**src/rtl/rate_pacer.sv**
```systemverilog
// Programmable-rate beat generator: one-cycle pulse plus a 50% phase_on level at BASE_HZ*2^speed,
// with pause/resume, free-run or one-shot (N beats), beat index and done/busy status.
module rate_pacer #(
  parameter int CLK_HZ     = 50_000_000,
  parameter int BASE_HZ    = 1,
  parameter int NUM_SPEEDS = 5,
  parameter int SPEED_W    = 3,
  parameter int BEAT_W     = 6
) (
  input  logic               clk,
  input  logic               reset_n,
  input  logic               load_speed,
  input  logic [SPEED_W-1:0] speed,
  input  logic               enable,
  input  logic               oneshot,
  input  logic [BEAT_W-1:0]  beats,
  output logic               pulse,
  output logic               phase_on,
  output logic [BEAT_W-1:0]  beat_idx,
  output logic               busy,
  output logic               done
);

  localparam int BASE_P    = CLK_HZ / BASE_HZ;
  localparam int CNT_W     = $clog2(BASE_P);
  localparam int NUM_SLOTS = 2 ** SPEED_W;
  localparam logic [SPEED_W-1:0] MAX_SPEED = SPEED_W'(NUM_SPEEDS - 1);

  generate
    if ((BASE_P >> (NUM_SPEEDS - 1)) < 2) begin : g_bad_params
      $error("rate_pacer: fastest period BASE_P >> (NUM_SPEEDS-1) must be at least 2");
    end
  endgenerate

  typedef enum logic [1:0] {
    IDLE  = 2'd0,
    RUN   = 2'd1,
    PAUSE = 2'd2,
    DONE  = 2'd3
  } state_t;

  state_t             state_reg;
  logic [CNT_W-1:0]   counter_reg;
  logic [SPEED_W-1:0] speed_q_reg;
  logic               oneshot_reg;
  logic [BEAT_W-1:0]  beats_reg;
  logic [BEAT_W-1:0]  beat_idx_reg;

  // Reload (P-1) and half-period (P/2) per speed code; out-of-range codes map to the fastest rate.
  logic [CNT_W-1:0] reload_tab [NUM_SLOTS];
  logic [CNT_W-1:0] half_tab   [NUM_SLOTS];

  genvar gi;
  generate
    for (gi = 0; gi < NUM_SLOTS; gi++) begin : g_period
      localparam int S_EFF = (gi < NUM_SPEEDS) ? gi : NUM_SPEEDS - 1;
      assign reload_tab[gi] = CNT_W'((BASE_P >> S_EFF) - 1);
      assign half_tab[gi]   = CNT_W'((BASE_P >> S_EFF) / 2);
    end
  endgenerate

  logic [SPEED_W-1:0] s_eff;
  logic [CNT_W-1:0]   cur_reload;
  logic [CNT_W-1:0]   cur_half;
  logic [BEAT_W-1:0]  beat_next;
  logic               at_zero;
  logic               last_beat;

  assign s_eff      = (speed > MAX_SPEED) ? MAX_SPEED : speed;
  assign cur_reload = reload_tab[speed_q_reg];
  assign cur_half   = half_tab[speed_q_reg];
  assign beat_next  = beat_idx_reg + BEAT_W'(1);
  assign at_zero    = (counter_reg == '0);
  assign last_beat  = oneshot_reg && (beat_next == beats_reg);

  always_ff @(posedge clk or negedge reset_n) begin
    if (!reset_n) begin
      state_reg    <= IDLE;
      counter_reg  <= '0;
      speed_q_reg  <= '0;
      oneshot_reg  <= 1'b0;
      beats_reg    <= '0;
      beat_idx_reg <= '0;
    end else if (load_speed) begin
      speed_q_reg  <= s_eff;
      counter_reg  <= reload_tab[s_eff];
      beat_idx_reg <= '0;
      oneshot_reg  <= oneshot;
      beats_reg    <= beats;
      if (oneshot && (beats == '0)) begin
        state_reg <= DONE;
      end else if (enable) begin
        state_reg <= RUN;
      end else begin
        state_reg <= PAUSE;
      end
    end else begin
      case (state_reg)
        RUN: begin
          // A pulse on the same cycle enable drops still completes its reload.
          if (at_zero) begin
            counter_reg  <= cur_reload;
            beat_idx_reg <= beat_next;
          end else begin
            counter_reg <= counter_reg - CNT_W'(1);
          end
          if (at_zero && last_beat) begin
            state_reg <= DONE;
          end else if (!enable) begin
            state_reg <= PAUSE;
          end
        end
        PAUSE: begin
          if (enable) begin
            state_reg <= RUN;
          end
        end
        default: begin
        end
      endcase
    end
  end

  // All outputs decode registered state only, so they clear the instant reset asserts.
  assign busy     = (state_reg == RUN) || (state_reg == PAUSE);
  assign done     = (state_reg == DONE);
  assign pulse    = (state_reg == RUN) && at_zero;
  assign phase_on = busy && (counter_reg >= cur_half);
  assign beat_idx = beat_idx_reg;

endmodule

```
**config.mk**
```make
export PLATFORM = sky130hd
export DESIGN_NAME = rate_pacer
export DESIGN_NICKNAME = d
export VERILOG_FILES = /design/src/rtl/rate_pacer.sv
export SDC_FILE = /design/constraint.sdc
export NUM_CORES = 1
export LEC_CHECK = 0
export ABC_AREA = 0
export ABC_CLOCK_PERIOD_IN_PS = 7700
export CAP_MARGIN = 20
export CORE_MARGIN = 2
export CORE_UTILIZATION = 30
export DETAILED_ROUTE_END_ITERATION = 8
export GPL_TIMING_DRIVEN = 0
export REMOVE_ABC_BUFFERS = 1
export SYNTH_ARGS = -nofsm -noshare
export SYNTH_HDL_FRONTEND = slang
export SYNTH_SLANG_ARGS = --single-unit
export TNS_END_PERCENT = 50
```
**constraint.sdc**
```tcl
create_clock -name clk -period 7.7 [get_ports clk]
set_input_delay 2.31 -clock clk [delete_from_list [all_inputs] [get_ports clk]]
set_output_delay 2.31 -clock clk [all_outputs]
set_load 0.01 [all_outputs]
```
Word level (Yosys, flattened, before mapping)
Memories as Yosys holds them, arrays and structs flattened.
Index checks and enable logic that the tools add are counted.
{ "op_classes": {"n_addsub": 2, "order_cmp": 4, "eq_ne": 6, "mux": 20, "bitwise": 2, "reduce_logical": 13} }
{ "ops": {"columns": ["cell", "count"], "rows": [
  ["$mux W26", 9],
  ["$ge A26 B26 Y1", 1],
  ["$logic_not A26 Y1", 1],
  ["$sub A26 B1 Y26 const B", 1],
  ["$mux W6", 3],
  ["$mux W2", 6],
  ["$ge A4 B4 Y1 const B", 2],
  ["$not A3 Y4", 2],
  ["$add A6 B1 Y6 const B", 1],
  ["$eq A6 B6 Y1", 1],
  ["$logic_not A6 Y1", 1],
  ["$logic_and A1 B1 Y1", 5],
  ["$eq A2 B2 Y1 const B", 2],
  ["$ne A4 B4 Y1 const B", 1],
  ["$pmux W2 S2", 1],
  ["$reduce_bool A2 Y1", 2],
  ["$gt A3 B3 Y1 const B", 1],
  ["$mux W3", 1],
  ["$ne A3 B3 Y1 const B", 1],
  ["$reduce_and A3 Y1", 1],
  ["$reduce_bool A3 Y1", 1],
  ["$eq A2 B1 Y1 const B", 1],
  ["$reduce_and A2 Y1", 1],
  ["$logic_or A1 B1 Y1", 1]
]} }
{ "word_totals": {"reg_bits": 44, "rom_bits": 624, "out_inout_bits": 10, "elab_cells": 56, "n_memories": 3} }
{ "memory_table": {"columns": ["memory", "depth", "word_bits", "read_ports", "rd_clocked_by_memory_dff", "write_ports", "line_no", "source"], "rows": [
  ["(name not given)", 8, 26, 1, 0, 0, "86", "counter_reg <= reload_tab[s_eff];"],
  ["(name not given)", 8, 26, 1, 0, 0, "71", "assign cur_half = half_tab[speed_q_reg];"],
  ["(name not given)", 8, 26, 1, 0, 0, "70", "assign cur_reload = reload_tab[speed_q_reg];"]
]} }

Depth between registers and ports, before layout
Gate-level depths: netlist (run 1).
{ "logic_depth": {"depth_word": 7, "ltp_mapped": 11, "depth_no_buf": 9} }

Worst setup path after synthesis (run 1)
OpenSTA, ideal clock, no wires.
{ "synth_path": {"path_kind": "flip-flop to output port", "startpoint": "register speed_q_reg[2]", "endpoint": "output port phase_on", "arrival_time_ps": 2159, "required_time_ps": 5390, "path_slack_ps": 3231, "stages_incl_launch_ff": 11, "path_buffers": 1, "path_cell_list": "dfrtp_1 > clkbuf_1 > nor2_1 > nand2_1 > inv_1 > ha_1 > and4_1 > o211ai_1 > a211oi_1 > a2111oi_0 > o22ai_1"} }
{ "synth_via": {"elab_chain_cells": 6} }
{ "synth_rtl": {"columns": ["element", "line_no", "source"], "rows": [
  ["from (decl)", "44", "logic [SPEED_W-1:0] speed_q_reg;"],
  ["from (signal assigned)", "80", "speed_q_reg <= '0;"],
  ["from (signal assigned)", "85", "speed_q_reg <= s_eff;"],
  ["$not A3 Y4 (not written as such)", "71", null],
  ["$mem_v2 Z8 W26", null, null],
  ["$mux W26 (not written as such) (2 in a row)", "71", null],
  ["$ge A26 B26 Y1", "128", "assign phase_on = busy && (counter_reg >= cur_half);"],
  ["$logic_and A1 B1 Y1", "128", null],
  ["to (decl)", "18", "output logic phase_on,"]
]} }
Every way passes these cells. The select of a mux whose other input is x is not followed.

Worst setup path in the final report (run 1)
Ends and elaborated chain as after synthesis.

==> metrics.md, run 1 <==
| Metric | Value |
|---|---|
| # IOs | 24 |
| Layout Nets | 446 |
| Drt total wl | between 9000 and 10000 um |
| Top FF cell, synth | dfrtp_1 |
| Final setup TNS | 0 ps |
| Distinct cells, synth | 60 |
| Reg2reg path depth | 6 |
| First-pass GRT wire length | between 15000 and 20000 um |
| CTS tree | yes |
| Tightest Pin Transition | 1086 ps |
| Root buf cell | clkbuf_8 |
| Peak Freq | roughly 160 MHz |
| Crit path launch type | register |
| Hold WC Path Type | reg -> reg |
| Hold Path Sink | oneshot_reg |
| Area growth from synthesis to layout | 13.69% |
| CP Capture Type | primary output |
| Slew Viols, Final | 0 |
| HPWL after DPL | roughly 7000 um |
| Largest register FFs | 26 |
| Top cell type's share of synthesized area | 0.3300 |
| CTS clock-pin slew for the worst setup and hold paths | about 100 ps |
| Clock Sinks | 44 |
| Core Rows | 38 |
| Buffers from clock root to sink, at most | 2 |
| H-tree levels | 2 |
| Crit path max fanout | 12 |
| Detailed router's first-iteration violation count | between 300 and 400 |
| Largest net degree at the start of global routing | 39 |
| Worst-skew pair later-pin latency | between 300 and 400 ps |
| Final min period | ~6200 ps |
| Cts repair resizes | 0 |
| Vert. Die Dim | 109.5 um |
| Initial antenna violation count | 0 |
| Maximum vdd drop | 0.00007856 V |
| RSZ-0062 raised after global routing | false |
| Worst path required time | about 5400 ps |
| Post-CTS setup buffer count | 0 |
| Hold_buf cts | 0 |
| Hold Crit Start | oneshot_reg |
| Final cycle utilization of the critical path | 0.8087 |
| Pre-CTS setup slack | 1871 ps |
| Pleak | ~1.5 nW |
| Critical path class | reg -> out |
| Crit-path slowest cell | a2111oi_0 |
| Placed Cells incl. Taps | 540 |
| Sequence of cells on the critical path | nor2_1 -> nand2_1 -> inv_1 -> ha_1 -> and4_1 -> o211ai_1 -> a211oi_1 -> a2111oi_0 -> o22ai_1 -> clkdlybuf4s50_1 |
| DR vias/cell | ~5.6 |
| Top post-synthesis cells by area | dfrtp_1, ha_1, a21oi_1 |
| Die X-Extent | between 100 and 150 um |
| Synth Area per Inst | approximately 8.5 sq um |
| Asr flop ratio synth | 1.000 |
| Max-cap violations | 0 |
| Synthesized flop and latch total | 44 |
| All-layer global routing usage | 0.1627 |
| Max-Slew Margin vs Limit | 0.2574 |
| Synth Cell Area | roughly 3300 sq um |
| Total die area | around 12000 sq um |
| First drt pass iteration count | 7 |
| Flop-to-flop setup slack | approximately 4700 ps |
| Core Box Area | between 10000 and 15000 sq um |
| Fill cells | 1149 |
| Reg-to-reg startpoint | counter_reg[3] |
| Vias | roughly 3.1k |
| Synth area leader | dfrtp_1 |
| Gate Count Post-Synth | about 400 |
| Setup-failing EPs final | 0 |
| Hold violation count in the final report | 0 |
| Final core utilization | 0.3500 |
| Ant. Diodes | 0 |
| Sequential area share after synthesis | 0.3300 |
| Clk_skew | approximately 9.6 ps |
| Pwr Density | roughly 170 nW/um^2 |
| FF-to-FF End | beat_idx[5] |
| Final std cells w/o fill | around 550 |
| Hold path cells | 1 |
| Vias in the first global route | 2966 |
| Grt ovf | 0 |
| Port Buffer Count | 23 |
| Yosys Warn Count | 0 |
| Avg WL per Cell | 17.43 um |
| EDFF count, synth | 0 |
| Routed Antenna Nets | 0 |
| Fin worst setup slack | approximately 1500 ps |
| Worst Path Arrival | about 3900 ps |
| Max incr delay on CP | about 640 ps |
| Number of buffers created by CTS | 5 |
| Initial core utilization | 0.3078 |
| Run status | finished, final reports clean |
| Share of layout cells above drive strength 1 | 0.07843 |
| Final Wtd Congestion | 0.9219 |
| # DRC | 0 |
==> worst max path at each step <==
| stage | from | endpoint | slack [ps] | depth (start not counted) |
|---|---|---|---|---|
| 3_5_place_dp | speed_q_reg[2] | phase_on | 1870 | 10 |
| 5_1_grt | speed_q_reg[2] | phase_on | 1240 | 10 |
| 4_1_cts | speed_q_reg[2] | phase_on | 1510 | 10 |
| 2_1_floorplan | speed_q_reg[2] | phase_on | 3320 | 9 |
| 3_3_place_gp | speed_q_reg[2] | phase_on | 1850 | 10 |
| 6_report | speed_q_reg[2] | phase_on | 1470 | 10 |
==> layer usage <==
| metal | share of wire | wire [um] | GRT usage | up-vias |
|---|---|---|---|---|
| met2 | 0.48 | 4581 | 0.2703 | 96 |
| met1 | 0.45 | 4292 | 0.2251 | 1485 |
| met4 | 0.012 | 119 | 0.04069 | 0 |
| li1 | - | - | - | 1468 |
| met3 | 0.059 | 560 | 0.01838 | 9 |
| met5 | 0 | 0 | 0 | - |
==> report_power, final <==
part           internal [mW]  switching [mW]  total, mW
clock                 0.0979          0.0908      0.189
combinational         0.0694          0.0887      0.158
sequential             0.250          0.0319      0.282
total                  0.417           0.211      0.629
==> stage by stage <==
step	instance area, sq um	power, mW	hold WS (ps)
after floorplan	3262	0.3796	480.2
after global placement	3667	0.4377	501.5
after detailed placement	3677	0.4433	508.5
after CTS	3794	0.6316	531.5
after global routing	3794	0.6647	551.6
final	3794	0.6289	523.2
==> cell families after synthesis <==
group / share of synthesized area
AND/OR/NAND/NOR: 0.2370
multiplexers: 0.03225
AO/OA/AOI/OAI: 0.2025
buffers and inverters: 0.04612
flip-flops: 0.3300
XOR/XNOR: 0.05249
adder cells (fa/ha/maj): 0.09974
==> worst max-delay path, delay by kind of cell, from the launching register on <==
kind                     cells  cell delay, ps
flip-flops                   1             560
adder cells (fa/ha/maj)      1             260
buffers and inverters        2             730
AO/OA/AOI/OAI                4            1010
AND/OR/NAND/NOR              3            1060
==> area by class of cell <==
| type | count | area, sq um | share of cell area |
|---|---|---|---|
| flip-flops and latches | 44 | 1101 | 0.2902 |
| repair buffers | 24 | 240.2 | 0.06332 |
| clock inverters | 3 | 47.55 | 0.01253 |
| clock buffers | 5 | 68.82 | 0.01814 |
| multi-input cells | 311 | 2082 | 0.5488 |
| inverters | 21 | 78.83 | 0.02078 |
| well taps | 140 | 175.2 | 0.04617 |
==> synth_stat cells, drive strengths merged (4+ instances only) <==
cell type	count
nor2b	4
inv	21
a21oi	34
mux2i	4
xnor2	11
dfrtp	44
o211ai	5
o21ai	33
a211oi	4
nand3	13
clkbuf	12
a31oi	7
xor2	9
nor3	12
nor4	6
nand4	7
or4	8
nor2	32
or3	5
buf	5
ha	25
mux2	6
nand2	34
==> placed cells by master (no fill, tap or decap), types with 3 or more instances in the layout <==
cell / netlist / routed
mux2i_1: 4 / 4
a21o_1: 3 / 3
xnor2_1: 11 / 11
a211oi_1: 4 / 4
a31oi_1: 7 / 7
nor4_1: 3 / 3
ha_1: 25 / 25
clkbuf_8: 0 / 5
a21oi_1: 34 / 34
inv_1: 21 / 21
xor2_1: 9 / 9
a21boi_0: 3 / 3
nand4_1: 6 / 6
dfrtp_1: 44 / 44
o211ai_1: 5 / 5
clkdlybuf4s50_1: 0 / 21
or4_4: 4 / 4
nand3_1: 13 / 13
nor3_1: 12 / 12
nor2b_1: 4 / 4
a2111oi_0: 3 / 3
nand2_1: 34 / 34
o21ai_0: 32 / 32
or3_1: 3 / 3
or2_2: 3 / 3
and3_1: 3 / 3
nor2_1: 32 / 32
o22ai_1: 3 / 3
mux2_2: 6 / 6
nand2b_1: 3 / 3
or4_1: 4 / 4
(Power assumes the default switching activity.)
==> run 2, diff against run 1 <==
--- a/config.mk
+++ b/config.mk
@@ -6,7 +6,7 @@
 export NUM_CORES = 1
 export LEC_CHECK = 0
 export ABC_AREA = 0
-export ABC_CLOCK_PERIOD_IN_PS = 7700
+export ABC_CLOCK_PERIOD_IN_PS = 6400
 export CAP_MARGIN = 20
 export CORE_MARGIN = 2
 export CORE_UTILIZATION = 30
==> constraint.sdc (replaced) <==
create_clock -name clk -period 6.4 [get_ports clk]
set_input_delay 1.92 -clock clk [delete_from_list [all_inputs] [get_ports clk]]
set_output_delay 1.92 -clock clk [all_outputs]
set_load 0.01 [all_outputs]
==> results of run 2 <==
Same layout as run 1 (identical final DEF). Status: finished, final reports clean.
Among the figures that moved: setup slack after placement 1871 ps -> 961.5 ps; setup slack after layout 1473 ps -> 562.8 ps; register-to-register setup slack 4660 ps -> 3360 ps; total power 0.6289 mW -> 0.7566 mW; worst IR drop on VDD 0.00007856 V -> 0.00009451 V
==> run 3, diff against run 2 <==
--- a/config.mk
+++ b/config.mk
@@ -12,6 +12,7 @@
 export CORE_UTILIZATION = 30
 export DETAILED_ROUTE_END_ITERATION = 8
 export GPL_TIMING_DRIVEN = 0
+export PLACE_DENSITY = 0.52
 export REMOVE_ABC_BUFFERS = 1
 export SYNTH_ARGS = -nofsm -noshare
 export SYNTH_HDL_FRONTEND = slang
==> metrics.md, run 3 (synthesis results as in run 1) <==
| Metric | Value |
|---|---|
| Int Pwr | approximately 0.46 mW |
| Reg-to-reg startpoint | counter_reg[6] |
| Crit-path slowest cell | a2111oi_0 |
| Leading cell type in the layout, fill and taps excluded | dfrtp_1 |
| Grt ovf | 0 (unchanged) |
| Most frequent cells in the layout | dfrtp_1, nand2_1, a21oi_1 |
| CTS clock-pin slew for the worst setup and hold paths | 80 ps (-20 ps) |
| Run status | finished, final reports clean |
| Ant. Diodes | 0 (unchanged) |
| Tightest Pin Transition | 1081 ps (-5.088 ps) |
| Post-CTS setup buffer count | 0 (unchanged) |
| Max incr delay on CP | 660 ps (+20 ps) |
| Sequence of cells on the critical path | nor2_1 -> nand2_1 -> inv_1 -> ha_1 -> and4_1 -> o211ai_1 -> a211oi_1 -> a2111oi_0 -> o22ai_1 -> clkdlybuf4s50_1 |
| Final Wtd Congestion | 0.9248 (+0.31%) |
| Crit path max fanout | 12 (unchanged) |
| CTS tree | yes |
| Drt total wl | 9781 um (+2.4%) |
| Flop-to-flop setup slack | about 3400 ps |
| Critical path class | reg -> out |
| Worst Path Arrival | 3950 ps (+30 ps) |
| Pre-CTS setup slack | 825.9 ps |
| Die X-Extent | 109.5 um (unchanged) |
| Total die area | 11980 sq um (unchanged) |
| Max-Slew Margin vs Limit | 0.2608 (+0.003480) |
| Core Rows | 38 (unchanged) |
| # DRC | 0 (unchanged) |
| Power, Total | between 0.7 and 0.8 mW |
| Vert. Die Dim | 109.5 um (unchanged) |
| Met3 wire len | 306 um (-45%) |
| Initial core utilization | 0.3078 (unchanged) |
| First drt pass iteration count | 5 (-2) |
| Reg2reg path depth | 6 (unchanged) |
| HPWL after DPL | 7055 um (+1.1%) |
| Largest net degree at the start of global routing | 39 (unchanged) |
| Sequential share of power | 0.477 (+0.028) |
| First-pass GRT wire length | 15920 um (+4.3%) |
| Clock share of power | 0.247 (-0.053) |
| Hold Crit Start | beats_reg[0] |
| Worst path required time | between 4000 and 5000 ps |
| Final min period | between 5000 and 6000 ps |
| Combinational fraction of design power | 0.276 (+0.025) |
| Final setup TNS | 0 ps (unchanged) |
| Maximum vdd drop | around 0.000074 V |
| Max-cap violations | 0 (unchanged) |
| Setup-failing EPs final | 0 (unchanged) |
| All-layer global routing usage | 0.1728 (+0.01004) |
| Crit path launch type | register |
| Sw Share | 0.3478 |
| Hold path cells | 1 (unchanged) |
| Buffers from clock root to sink, at most | 2 (unchanged) |
| Metal2 WL | 4569 um (-0.26%) |
| Largest register FFs | 26 (unchanged) |
| Routed Antenna Nets | 0 (unchanged) |
| Detailed router's first-iteration violation count | 228 (-25%) |
| Fill cells | 1135 (-1.2%) |
| Vias | 3014 (-1.4%) |
| Clk_skew | 13.12 ps (+3.519 ps) |
| Hold Path Sink | beats_reg[0] |
| Root buf cell | clkbuf_8 |
| Avg WL per Cell | 17.85 um (+2.4%) |
| H-tree levels | 2 (unchanged) |
| Hold WC Path Type | reg -> reg |
| Pwr Density | about 190 nW/um^2 |
| Sw power | around 0.25 mW |
| CP Capture Type | primary output |
| Initial antenna violation count | 0 (unchanged) |
| Layout Nets | 447 (+0.22%) |
| Hold violation count in the final report | 0 (unchanged) |
| Slew Viols, Final | 0 (unchanged) |
| FF-to-FF End | beat_idx[3] |
| Worst-skew pair later-pin latency | 300 ps (about the same) |
| Fin worst setup slack | 534.3 ps |
| DR vias/cell | 5.500 (-1.4%) |
| Hold_buf cts | 0 (unchanged) |
| Pleak | 1.508 nW (-0.35%) |
| Cts repair resizes | 0 (unchanged) |
| Clock Sinks | 44 (unchanged) |
| Vias in the first global route | 2975 (+0.30%) |
| RSZ-0062 raised after global routing | false |
| Uppermost layer routed | met4 |
| # IOs | 24 (unchanged) |
| Area growth from synthesis to layout | 13.35% |
| Core Box Area | 10840 sq um (unchanged) |
| Final cycle utilization of the critical path | 0.9165 |
| Number of buffers created by CTS | 5 (unchanged) |
| Port Buffer Count | 23 (unchanged) |
| M1 wire length | 4637 um (+8.0%) |
| Final core utilization | 0.3489 (-0.001039) |
| Peak Freq | between 150 and 200 MHz |
| Share of layout cells above drive strength 1 | 0.07598 (-0.002451) |
-- run 3: per-stage QoR --
step	instance area [sq um]	hold slack [ps]	instances
after global routing	3782	548.1	548
final	3782	532.8	548
after detailed placement	3677	518.2	540
after CTS	3755	537.5	547
after floorplan	3262	480.2	376
after global placement	3667	504.8	539
-- run 3: critical path, delay by kind of cell (launching register included) --
| kind | cells | cell delay, ps |
|---|---|---|
| AO/OA/AOI/OAI | 4 | 1040 |
| adder cells (fa/ha/maj) | 1 | 260 |
| buffers and inverters | 2 | 740 |
| flip-flops | 1 | 560 |
| AND/OR/NAND/NOR | 3 | 1050 |
-- run 3: worst max-delay path by stage --
stage	slack, ps	cells past startpoint	startpoint	to
after detailed placement	830	10	speed_q_reg[2]	phase_on
after CTS	520	10	speed_q_reg[2]	phase_on
final	530	10	speed_q_reg[2]	phase_on
after floorplan	2410	9	speed_q_reg[2]	phase_on
after global routing	390	10	speed_q_reg[2]	phase_on
after global placement	780	10	speed_q_reg[2]	phase_on
-- run 3: power by group through the flow --
stage               sequential, mW  clock, mW  combinational [mW]
floorplan                    0.332          0               0.125
global placement             0.343          0               0.188
detailed placement           0.343          0               0.190
CTS                          0.338      0.183               0.191
global route                 0.342      0.191               0.222
finish                       0.338      0.175               0.196
-- run 3: layout make-up --
class,instances,area [sq um],share of cell area
Tap cell,140,175.2,0.04631
Sequential cell,44,1101,0.2911
Clock buffer,6,72.57,0.01919
Clock inverter,1,5.005,0.001323
Inverter,21,78.83,0.02084
Timing Repair Buffer,25,267.8,0.07079
Multi-Input combinational cell,311,2082,0.5504
-- run 3: routing by layer --
layer	track usage	vias up
met5	0	-
met4	0.06962	0
met3	0.01956	19
met2	0.2760	66
met1	0.2376	1459
li1	-	1470
